### config.mk
export PLATFORM = sky130hd
export DESIGN_NAME = logic_toggle_gen
export DESIGN_NICKNAME = d
export VERILOG_FILES = /design/src/rtl/logic_toggle_pkg.sv /design/src/rtl/toggle_chan.sv /design/src/rtl/logic_toggle_gen.sv
export SDC_FILE = /design/constraint.sdc
export NUM_CORES = 1
export LEC_CHECK = 0
export CAP_MARGIN = 5
export CELL_PAD_IN_SITES_DETAIL_PLACEMENT = 0
export CELL_PAD_IN_SITES_GLOBAL_PLACEMENT = 2
export CORE_UTILIZATION = 35
export CTS_CLUSTER_DIAMETER = 40
export DETAILED_ROUTE_END_ITERATION = 16
export MAX_ROUTING_LAYER = met4
export PLACE_DENSITY = 0.87
export SYNTH_ARGS = -nofsm -noshare
export SYNTH_HDL_FRONTEND = slang
export SYNTH_SLANG_ARGS = --single-unit
### constraint.sdc
create_clock -name clk -period 4.2 [get_ports clk]
set_clock_uncertainty 0.05 [all_clocks]
set_input_delay 1.26 -clock clk [delete_from_list [all_inputs] [get_ports clk]]
set_output_delay 1.26 -clock clk [all_outputs]
set_load 0.03 [all_outputs]
### src/rtl/logic_toggle_pkg.sv
// Shared types for the toggle generator: controller states and combine operators.
package logic_toggle_pkg;

    typedef enum logic [1:0] {
        IDLE = 2'b00,
        RUN  = 2'b01,
        HOLD = 2'b10
    } state_e;

    typedef enum logic [1:0] {
        OP_AND  = 2'b00,
        OP_OR   = 2'b01,
        OP_XOR  = 2'b10,
        OP_NAND = 2'b11
    } op_e;

endpackage

### src/rtl/toggle_chan.sv
// One toggle channel: latched half-period, cycle counter, output level and edge flag.
// A zero half-period disables the channel: it never counts, toggles or pulses.
module toggle_chan #(
    parameter int CNT_W = 8
) (
    input  logic             clk,
    input  logic             rst_n,
    input  logic             load,
    input  logic             advance,
    input  logic [CNT_W-1:0] period_i,
    output logic             ch_o,
    output logic             edge_o,
    output logic             enabled_o
);

    logic [CNT_W-1:0] period_q;
    logic [CNT_W-1:0] cnt_q;
    logic             terminal;

    // Terminal count is the last cycle of the half-period.
    assign terminal  = (cnt_q == (period_q - CNT_W'(1)));
    assign enabled_o = (period_q != '0);

    // Period capture, counting and toggling; load restarts the channel from zero.
    always_ff @(posedge clk) begin
        if (!rst_n) begin
            period_q <= '0;
            cnt_q    <= '0;
            ch_o     <= 1'b0;
            edge_o   <= 1'b0;
        end else if (load) begin
            period_q <= period_i;
            cnt_q    <= '0;
            ch_o     <= 1'b0;
            edge_o   <= 1'b0;
        end else begin
            edge_o <= 1'b0;
            if (advance && enabled_o) begin
                if (terminal) begin
                    cnt_q  <= '0;
                    ch_o   <= ~ch_o;
                    edge_o <= 1'b1;
                end else begin
                    cnt_q <= cnt_q + CNT_W'(1);
                end
            end
        end
    end

endmodule

### src/rtl/logic_toggle_gen.sv
// Multi-channel toggle generator with run/hold control, combined output and sync flag.
//
// state | meaning
// IDLE  | after reset; channels cleared, waiting for the first load
// RUN   | counters advance on every cycle with en high
// HOLD  | counters and outputs frozen until en returns high
//
// The edge that leaves HOLD (en high) already counts, so a channel frozen
// with k cycles left toggles k edges after en returns.
module logic_toggle_gen
    import logic_toggle_pkg::*;
#(
    parameter int N_CH  = 2,
    parameter int CNT_W = 8
) (
    input  logic                  clk,
    input  logic                  rst_n,
    input  logic                  en,
    input  logic                  load,
    input  logic [N_CH*CNT_W-1:0] period_i,
    input  logic [1:0]            op_i,
    output logic [N_CH-1:0]       ch_o,
    output logic [N_CH-1:0]       edge_o,
    output logic                  comb_o,
    output logic                  sync_o
);

    state_e          state_q;
    state_e          state_d;
    logic            advance;
    logic            comb_d;
    logic [N_CH-1:0] en_mask;

    // State register.
    always_ff @(posedge clk) begin
        if (!rst_n) begin
            state_q <= IDLE;
        end else begin
            state_q <= state_d;
        end
    end

    // Next state: load wins over en, and en selects RUN or HOLD once out of IDLE.
    always_comb begin
        state_d = state_q;
        case (state_q)
            IDLE: begin
                if (load) state_d = en ? RUN : HOLD;
            end
            RUN, HOLD: begin
                state_d = en ? RUN : HOLD;
            end
            default: state_d = IDLE;
        endcase
    end

    assign advance = en && !load && (state_q != IDLE);

    for (genvar c = 0; c < N_CH; c++) begin : g_chan
        toggle_chan #(
            .CNT_W(CNT_W)
        ) u_chan (
            .clk      (clk),
            .rst_n    (rst_n),
            .load     (load),
            .advance  (advance),
            .period_i (period_i[c*CNT_W +: CNT_W]),
            .ch_o     (ch_o[c]),
            .edge_o   (edge_o[c]),
            .enabled_o(en_mask[c])
        );
    end

    // Reduction of the current channel levels under the selected operator.
    always_comb begin
        comb_d = 1'b0;
        case (op_e'(op_i))
            OP_AND:  comb_d = &ch_o;
            OP_OR:   comb_d = |ch_o;
            OP_XOR:  comb_d = ^ch_o;
            OP_NAND: comb_d = ~&ch_o;
            default: comb_d = 1'b0;
        endcase
    end

    // Combined output lags ch_o by one cycle.
    always_ff @(posedge clk) begin
        if (!rst_n) begin
            comb_o <= 1'b0;
        end else begin
            comb_o <= comb_d;
        end
    end

    // Edge flags are already single-cycle, so sync needs no register of its own.
    assign sync_o = (edge_o == en_mask) && (|en_mask);

endmodule

Word level (Yosys, flattened, before mapping)
Cells that the tools add are included.
{"block": "op_classes", "add_sub_neg": 4, "n_mux": 8, "eq_ne": 9, "bitwise_logic": 5, "reduce_logical": 22}
{"cell": "8-bit by 1-bit adder with 8-bit output (second input constant)", "count": 2}
{"cell": "8-bit equality test", "count": 2}
{"cell": "8-bit two-way mux", "count": 2}
{"cell": "8-bit nonzero test", "count": 2}
{"cell": "8-bit by 1-bit subtractor with 8-bit output (second input constant)", "count": 2}
{"cell": "2-bit OR reduction", "count": 4}
{"cell": "2-bit equality test (second input constant)", "count": 3}
{"cell": "2-bit AND reduction", "count": 3}
{"cell": "3-bit OR reduction", "count": 2}
{"cell": "1-bit logical AND", "count": 5}
{"cell": "1-bit NOT", "count": 5}
{"cell": "2-bit by 1-bit equality test with 1-bit output (second input constant)", "count": 2}
{"cell": "2-bit zero test", "count": 2}
{"cell": "2-bit two-way mux", "count": 2}
{"cell": "1-bit case mux with 4 select lines", "count": 1}
{"cell": "2-bit case mux with 2 select lines", "count": 1}
{"cell": "2-bit equality test", "count": 1}
{"cell": "1-bit zero test", "count": 2}
{"cell": "1-bit two-way mux", "count": 2}
{"cell": "2-bit != test (second input constant)", "count": 1}
{"cell": "2-bit nonzero test", "count": 1}
{"cell": "2-bit XOR reduction", "count": 1}
{"block": "totals", "elab_cells": 58, "input_bits": 22, "register_bits": 39, "output_inout_bits": 6}

Logic depth before layout (Yosys ltp)
Gate-level depths: netlist of run 1.
{"block": "depth", "ltp_word": 6, "ltp_mapped": 8, "ltp_nobuf": 8}

Cells and area by module
A second synthesis of run 1 with hierarchy kept.
{"block": "unflattened", "hier_cells": 235, "area_unflattened_um2": 2222.1}
{"mod": "toggle_chan", "area_per_inst_um2": 1001.0, "cells_per_inst": 107, "n_inst": 2, "seq_area_each_um2": 360.3}
{"mod": "logic_toggle_gen", "area_per_inst_um2": 220.2, "cells_per_inst": 21, "n_inst": 1, "seq_area_each_um2": 60.1}

Worst setup path after synthesis of run 1
OpenSTA, ideal clock, no wires.
{"block": "synth_path", "kind": "register to output", "start": "register g_chan[1].u_chan.period_q[3]", "end": "output port sync_o", "path_buffers": 0, "path_stages_with_launch": 4, "required_ps": 2890, "slack_ps": 1303, "arrival_ps": 1587, "path_cell_list": "dfxtp_1 -> nor3_1 -> nand4b_1 -> o21ai_0"}
{"block": "synth_between", "elab_chain_len": 3, "word_cells_on_any_way": 4, "classes_between": "eq/ne (1); reduce/logical (3)"}
{"element": "start: declaration", "line_no": "toggle_chan.sv:16", "rtl": "logic [CNT_W-1:0] period_q;"}
{"element": "start signal: assignment", "line_no": "toggle_chan.sv:32", "rtl": "period_q <= period_i;"}
{"element": "8-bit nonzero test *", "line_no": "toggle_chan.sv:22", "rtl": "assign enabled_o = (period_q != '0);"}
{"element": "2-bit equality test / 2-bit OR reduction (equally long branches)", "line_no": "logic_toggle_gen.sv:96", "rtl": "assign sync_o = (edge_o == en_mask) && (|en_mask);"}
{"element": "1-bit logical AND *", "line_no": "logic_toggle_gen.sv:96"}
{"element": "end: declaration", "line_no": "logic_toggle_gen.sv:25", "rtl": "output logic sync_o"}
Every way passes the cells marked *; elsewhere a longest branch is shown, timed or not.

Worst setup path after layout of run 1
{"block": "layout_path", "start": "register g_chan[0].u_chan.period_q[2]", "end": "output port sync_o"}
{"block": "layout_between", "elab_chain_len": 3, "word_cells_on_any_way": 4, "classes_between": "eq/ne (1); reduce/logical (3)"}
{"element": "start: declaration", "line_no": "toggle_chan.sv:16"}
{"element": "start signal: assignment", "line_no": "toggle_chan.sv:32"}
{"element": "8-bit nonzero test *", "line_no": "toggle_chan.sv:22"}
{"element": "2-bit equality test / 2-bit OR reduction (equally long branches)", "line_no": "logic_toggle_gen.sv:96"}
{"element": "1-bit logical AND *", "line_no": "logic_toggle_gen.sv:96"}
Marked as above.

==> results.sh, run 1 <==
export IMPL_grt_overflow_total=0
export IMPL_synth_mux_area_share_pct=8.67
export IMPL_drt_initial_drc_count=72
export IMPL_fill_cells=599
export IMPL_synth_adder_area_share_pct=4.56
export IMPL_cts_tree="yes"
export IMPL_syn_nets=280
export IMPL_synth_compound_gate_area_share_pct=8.78
export IMPL_drive_gt1_share_pct=5.43
export IMPL_r2r_slack_ns=2.06
export IMPL_synth_seq_cells=39
export IMPL_grt_pass1_vias=1675
export IMPL_clkTransAtPathRegs_ns=0.08
export IMPL_grt_pass1_wl_mm=7.78
export IMPL_worst_slew_pin_slew_ns=0.589
export IMPL_rsz0062_at_grt="no"
export IMPL_finalMaxSlewViolations=0
export IMPL_max_freq_ghz=0.275
export IMPL_hold_path_end="g_chan[0].u_chan.ch_o"
export IMPL_use_met2_pct=24.5
export IMPL_drv_cap=0
export IMPL_dp_cells=343
export IMPL_clk_latency_ns=0.30
export IMPL_cp_max_fo=6
export IMPL_synth_cell_types=44
export IMPL_fin_crit_ns=3.64
export IMPL_synth_simple_area_share_pct=25.9
export IMPL_routed_wl_mm=4.42
export IMPL_via_per_inst=4.81
export IMPL_cp_end_kind="primary output"
export IMPL_synth_xor_area_share_pct=12.0
export IMPL_numCtsBuffers=5
export IMPL_cts_setup_buffers=0
export IMPL_synth_edff_count=0
export IMPL_root_buffer="clkbuf_8"
export IMPL_drc=0
export IMPL_critPathArrivalTime_ns=2.33
export IMPL_start_util_pct=36.6
export IMPL_place_ws_ns=0.864
export IMPL_instances_no_fill=351
export IMPL_finalSetupViolCount=0
export IMPL_ys_async_sr_fraction_pct=0
export IMPL_insertedDiodeCount=0
export IMPL_fin_nets=305
export IMPL_crit_type="reg -> out"
export IMPL_rr_startpoint="g_chan[1].u_chan.period_q[0]"
export IMPL_tns_ns=0
export IMPL_p_leak_nw=0.955
export IMPL_syn_area_sq_um=2190
export IMPL_p_total_mw=0.839
export IMPL_status="complete, no violations"
export IMPL_antenna_found_initial=0
export IMPL_die_area_sq_um=6590
export IMPL_holdPathStages=2
export IMPL_core_sq_um=5990
export IMPL_fin_util_pct=43.8
export IMPL_whs_ns=0.468
export IMPL_cp_start_kind="register"
export IMPL_worstPathRequired_ns=2.89
export IMPL_busiest_layer="met2"
export IMPL_ys_warn_count=0
export IMPL_syn_avg_cell_area_sq_um=8.78
export IMPL_final_area_sq_um=2630
export IMPL_synth_top_family_by_area="simple AND/OR/NAND/NOR gates"
export IMPL_drtPass1Iterations=4
export IMPL_die_w_microns=81.2
export IMPL_cts_sinks=39
export IMPL_mostFrequentLayoutCell="dfxtp_1"
export IMPL_cts_resized=0
export IMPL_die_y_microns=81.2
export IMPL_p_per_area_nw_per_um2=320
export IMPL_fp_row_count=28
export IMPL_antenna_left=0
export IMPL_finalWorstSetupSlack_ns=0.561
export IMPL_area_growth_pct=19.7
export IMPL_syn_inst=250
export IMPL_clock_path_buffers=2
export IMPL_grtUsageMet1_pct=20.5
export IMPL_r2r_cells=8
export IMPL_gp_congestion=0.820
export IMPL_routedWlPerCell_microns=12.6
export IMPL_ir_drop_uv=205
export IMPL_r2r_end="g_chan[1].u_chan.cnt_q[6]"
export IMPL_relSlewSlack_pct=60.6
export IMPL_period_share_pct=86.6
export IMPL_grt_total_usage_pct=16.1
export IMPL_cts_hold_buf=0
export IMPL_hp_class="reg -> reg"
export IMPL_worstHoldStart="g_chan[0].u_chan.ch_o"
export IMPL_vias=1689
export IMPL_gr_usage_met3_pct=4.16
export IMPL_cts_max_level=2
export IMPL_grt_max_degree=21
export IMPL_portBuffers=27
export IMPL_io_pins=28
export IMPL_finalHoldViolations=0
export IMPL_layout_common_cells="dfxtp_1, clkdlybuf4s50_1, nor2_1"
export IMPL_ys_seq_area_share_pct=35.6
export IMPL_dpl_hpwl_mm=3.35
export IMPL_synth_flop_cell="dfxtp_1"
export IMPL_dpl_cell_area_sq_um=2510
==> critical path, cell delays in order (launching register included) <==
cell and delay (ns):
dfxtp_1 0.38, nor3_4 0.27, nand4b_1 0.26, xnor2_1 0.21
nand3_1 0.08, o21ai_0 0.11, clkdlybuf4s50_1 0.71
==> cell type report <==
cell class / count / area (sq um) / share of cell area [%]
clock buffers: 6 / 82.6 / 3.14
clock inverters: 2 / 35.0 / 1.33
inverters: 9 / 33.8 / 1.29
multi-input cells: 191 / 1320 / 50.1
flip-flops and latches: 39 / 781 / 29.7
well taps: 75 / 93.8 / 3.57
repair buffers: 29 / 285 / 10.9
==> logic make-up after synthesis <==
kind of cell	Yosys count
mux	19
xor+xnor	30
buf+inv	20
compound gates	28
flops	39
simple gates	106
fa+ha+maj	8
==> sequential cells by signal, summed over array words and instances (netlist names) <==
signal / cells
g_chan.u_chan.edge_o: 2
g_chan.u_chan.ch_o: 2
comb_o: 1
g_chan.u_chan.period_q: 16
g_chan.u_chan.cnt_q: 16
state_q: 2
==> Yosys cell counts, drive strengths merged, types with 2 or more instances <==
cell type / number / area share (%)
a21oi: 8 / 1.8
ha: 8 / 4.6
dfxtp: 39 / 36
nand4: 7 / 2.0
a31oi: 2 / 0.57
and2: 3 / 0.86
xnor2: 22 / 8.8
mux2i: 19 / 8.7
inv: 9 / 1.5
and3: 2 / 0.57
nor2b: 19 / 5.4
o2111a: 2 / 1.0
clkbuf: 4 / 0.68
buf: 7 / 2.3
nand2: 16 / 2.9
or3: 4 / 1.1
nand3b: 2 / 0.68
nand3: 6 / 1.4
nor3: 12 / 3.2
o21ai: 8 / 2.0
xor2: 8 / 3.2
nor2: 26 / 4.4
o2111ai: 2 / 1.1
nand4b: 3 / 1.2
==> report_power, final <==
part | internal (mW) | switching (mW) | leakage [nW]
sequential | 0.381 | 0.0143 | 0.318
combinational | 0.0616 | 0.0534 | 0.576
clock | 0.192 | 0.137 | 0.0612
total | 0.634 | 0.205 | 0.955
==> layer usage <==
metal / share of wire (%) / vias to the layer above
met1: 52 / 749
met2: 42 / 27
met4: 1.5 / 0
met5: 0 / -
li1: - / 908
met3: 3.7 / 5
==> worst max path at each step <==
stage                                  from  endpoint  slack [ns]  cells past startpoint
2_1_floorplan  g_chan[1].u_chan.period_q[3]    sync_o        1.30                      3
3_3_place_gp   g_chan[0].u_chan.period_q[2]    sync_o        0.90                      6
3_5_place_dp   g_chan[1].u_chan.period_q[3]    sync_o        0.86                      4
4_1_cts        g_chan[1].u_chan.period_q[3]    sync_o        0.55                      4
5_1_grt        g_chan[1].u_chan.period_q[3]    sync_o        0.40                      4
6_report       g_chan[0].u_chan.period_q[2]    sync_o        0.56                      6
No activity file was read; power rests on OpenSTA's default activity.
==> inputs of run 2 (changes only) <==
Settings changed: CORE_ASPECT_RATIO from default to 1.25.
==> results.sh, run 2 (synthesized netlist as in run 1, its figures left out) <==
export IMPL_root_buffer="clkbuf_8"
export IMPL_via_per_inst=4.85
export IMPL_cts_max_level=2
export IMPL_holdPathStages=2
export IMPL_fill_cells=608
export IMPL_multi_input_area_sq_um=1320
export IMPL_critPathArrivalTime_ns=2.34
export IMPL_gp_congestion=0.806
export IMPL_dp_cells=349
export IMPL_cts_hold_buf=0
export IMPL_worstPathRequired_ns=2.89
export IMPL_p_leak_nw=0.940
export IMPL_routed_wl_mm=4.49
export IMPL_die_w_microns=72.8
export IMPL_grt_total_usage_pct=15.9
export IMPL_rr_startpoint="g_chan[0].u_chan.period_q[0]"
export IMPL_max_freq_ghz=0.274
export IMPL_antenna_left=0
export IMPL_crit_end="sync_o"
export IMPL_period_share_pct=86.9
export IMPL_final_area_sq_um=2610
export IMPL_cp_max_fo=6
export IMPL_slowest_delay_ns=0.70
export IMPL_cp_depth=6
export IMPL_drtPass1Iterations=4
export IMPL_dpl_cell_area_sq_um=2510
export IMPL_cp_startpoint="g_chan[0].u_chan.period_q[2]"
export IMPL_io_pins=28
export IMPL_relSlewSlack_pct=52.4
export IMPL_fin_util_pct=44.0
export IMPL_drc=0
export IMPL_layout_common_cells="dfxtp_1, clkdlybuf4s50_1, nor2_1"
export IMPL_grt_pass1_wl_mm=7.97
export IMPL_worst_slew_pin_slew_ns=0.712
export IMPL_p_per_area_nw_per_um2=301
export IMPL_drv_cap=0
export IMPL_status="complete, no violations"
export IMPL_tns_ns=0
export IMPL_dpl_hpwl_mm=3.43
export IMPL_crit_buf_inv=1
export IMPL_grt_pass1_vias=1742
export IMPL_grt_max_degree=21
export IMPL_drive_gt1_share_pct=4.73
export IMPL_r2r_slack_ns=1.98
export IMPL_start_util_pct=37.0
export IMPL_die_area_sq_um=6590
export IMPL_path_delay_family="buffers and inverters"
export IMPL_hp_class="reg -> reg"
export IMPL_top_regs="g_chan.u_chan.cnt_q: 16 flops, g_chan.u_chan.period_q: 16 flops"
export IMPL_crit_type="reg -> out"
export IMPL_clock_path_buffers=2
export IMPL_r2r_cells=8
export IMPL_clk_latency_ns=0.28
export IMPL_ff_latch_area_sq_um=781
export IMPL_cts_resized=0
export IMPL_numCtsBuffers=5
export IMPL_finalSetupViolCount=0
export IMPL_cts_tree="yes"
export IMPL_clkTransAtPathRegs_ns=0.07
export IMPL_antenna_found_initial=0
export IMPL_insertedDiodeCount=0
export IMPL_p_total_mw=0.785
export IMPL_cts_setup_buffers=0
export IMPL_area_growth_pct=18.9
export IMPL_mostFrequentLayoutCell="dfxtp_1"
export IMPL_core_sq_um=5930
export IMPL_grt_overflow_total=0
export IMPL_path_cells="nor3_4 -> nand4b_1 -> xnor2_1 -> nand3_1 -> o21ai_0 -> clkdlybuf4s50_1"
export IMPL_crit_path_top_delay_cell="clkdlybuf4s50_1"
export IMPL_cts_sinks=39
export IMPL_fin_crit_ns=3.65
export IMPL_vias=1731
export IMPL_r2r_end="g_chan[0].u_chan.cnt_q[6]"
export IMPL_finalMaxSlewViolations=0
export IMPL_cp_end_kind="primary output"
export IMPL_portBuffers=27
export IMPL_cp_start_kind="register"
export IMPL_instances_no_fill=357
export IMPL_fp_row_count=31
export IMPL_routedWlPerCell_microns=12.6
export IMPL_die_y_microns=90.5
export IMPL_ir_drop_uv=168
export IMPL_rsz0062_at_grt="no"
export IMPL_fin_nets=304
export IMPL_finalHoldViolations=0
export IMPL_drt_initial_drc_count=126
==> run 2: changes by cell type in the layout (fill, tap and decap cells not counted), sizes merged <==
cell    before  now
bufinv       1    0
clkbuf       6    8
clkinv       1    0
buf          2    1
==> run 2: worst min path at each step <==
stage                     startpoint               endpoint
2_1_floorplan  g_chan[0].u_chan.ch_o  g_chan[0].u_chan.ch_o
3_3_place_gp   g_chan[0].u_chan.ch_o  g_chan[0].u_chan.ch_o
3_5_place_dp   g_chan[0].u_chan.ch_o  g_chan[0].u_chan.ch_o
4_1_cts        g_chan[0].u_chan.ch_o  g_chan[0].u_chan.ch_o
5_1_grt        g_chan[0].u_chan.ch_o  g_chan[0].u_chan.ch_o
6_report       g_chan[0].u_chan.ch_o  g_chan[0].u_chan.ch_o
==> run 2: final cells by class <==
cell class,instances,share of cell area [%]
Tap cell,82,3.93
Sequential cell,39,29.9
Inverter,9,1.29
Multi-Input combinational cell,191,50.4
Clock buffer,8,3.84
Timing Repair Buffer,28,10.6
==> run 2: tightest hold or removal path, delay by kind of cell (launching register included) <==
family	cells	cell delay [ns]
AOI/OAI and AO/OA	2	0.14
DFF	1	0.34
==> run 2: power by group <==
| group | total, mW | leakage, nW | switching, mW | internal, mW |
|---|---|---|---|---|
| registers | 0.395 | 0.318 | 0.0145 | 0.381 |
| logic | 0.116 | 0.571 | 0.0544 | 0.0611 |
| clock network | 0.274 | 0.0515 | 0.125 | 0.150 |
==> run 2: through the flow <==
stage	hold WS, ns	setup WS, ns
floorplan	0.428	1.30
global placement	0.471	0.855
detailed placement	0.477	0.784
CTS	0.487	0.519
global route	0.502	0.377
finish	0.477	0.549
==> run 2: per-layer routing <==
layer,track usage [%],up-vias,wire length [microns]
met3,3.13,6,110
met4,5.88,0,66
met5,-,-,0
li1,-,906,-
met2,27.3,23,2300
met1,17.8,796,2010
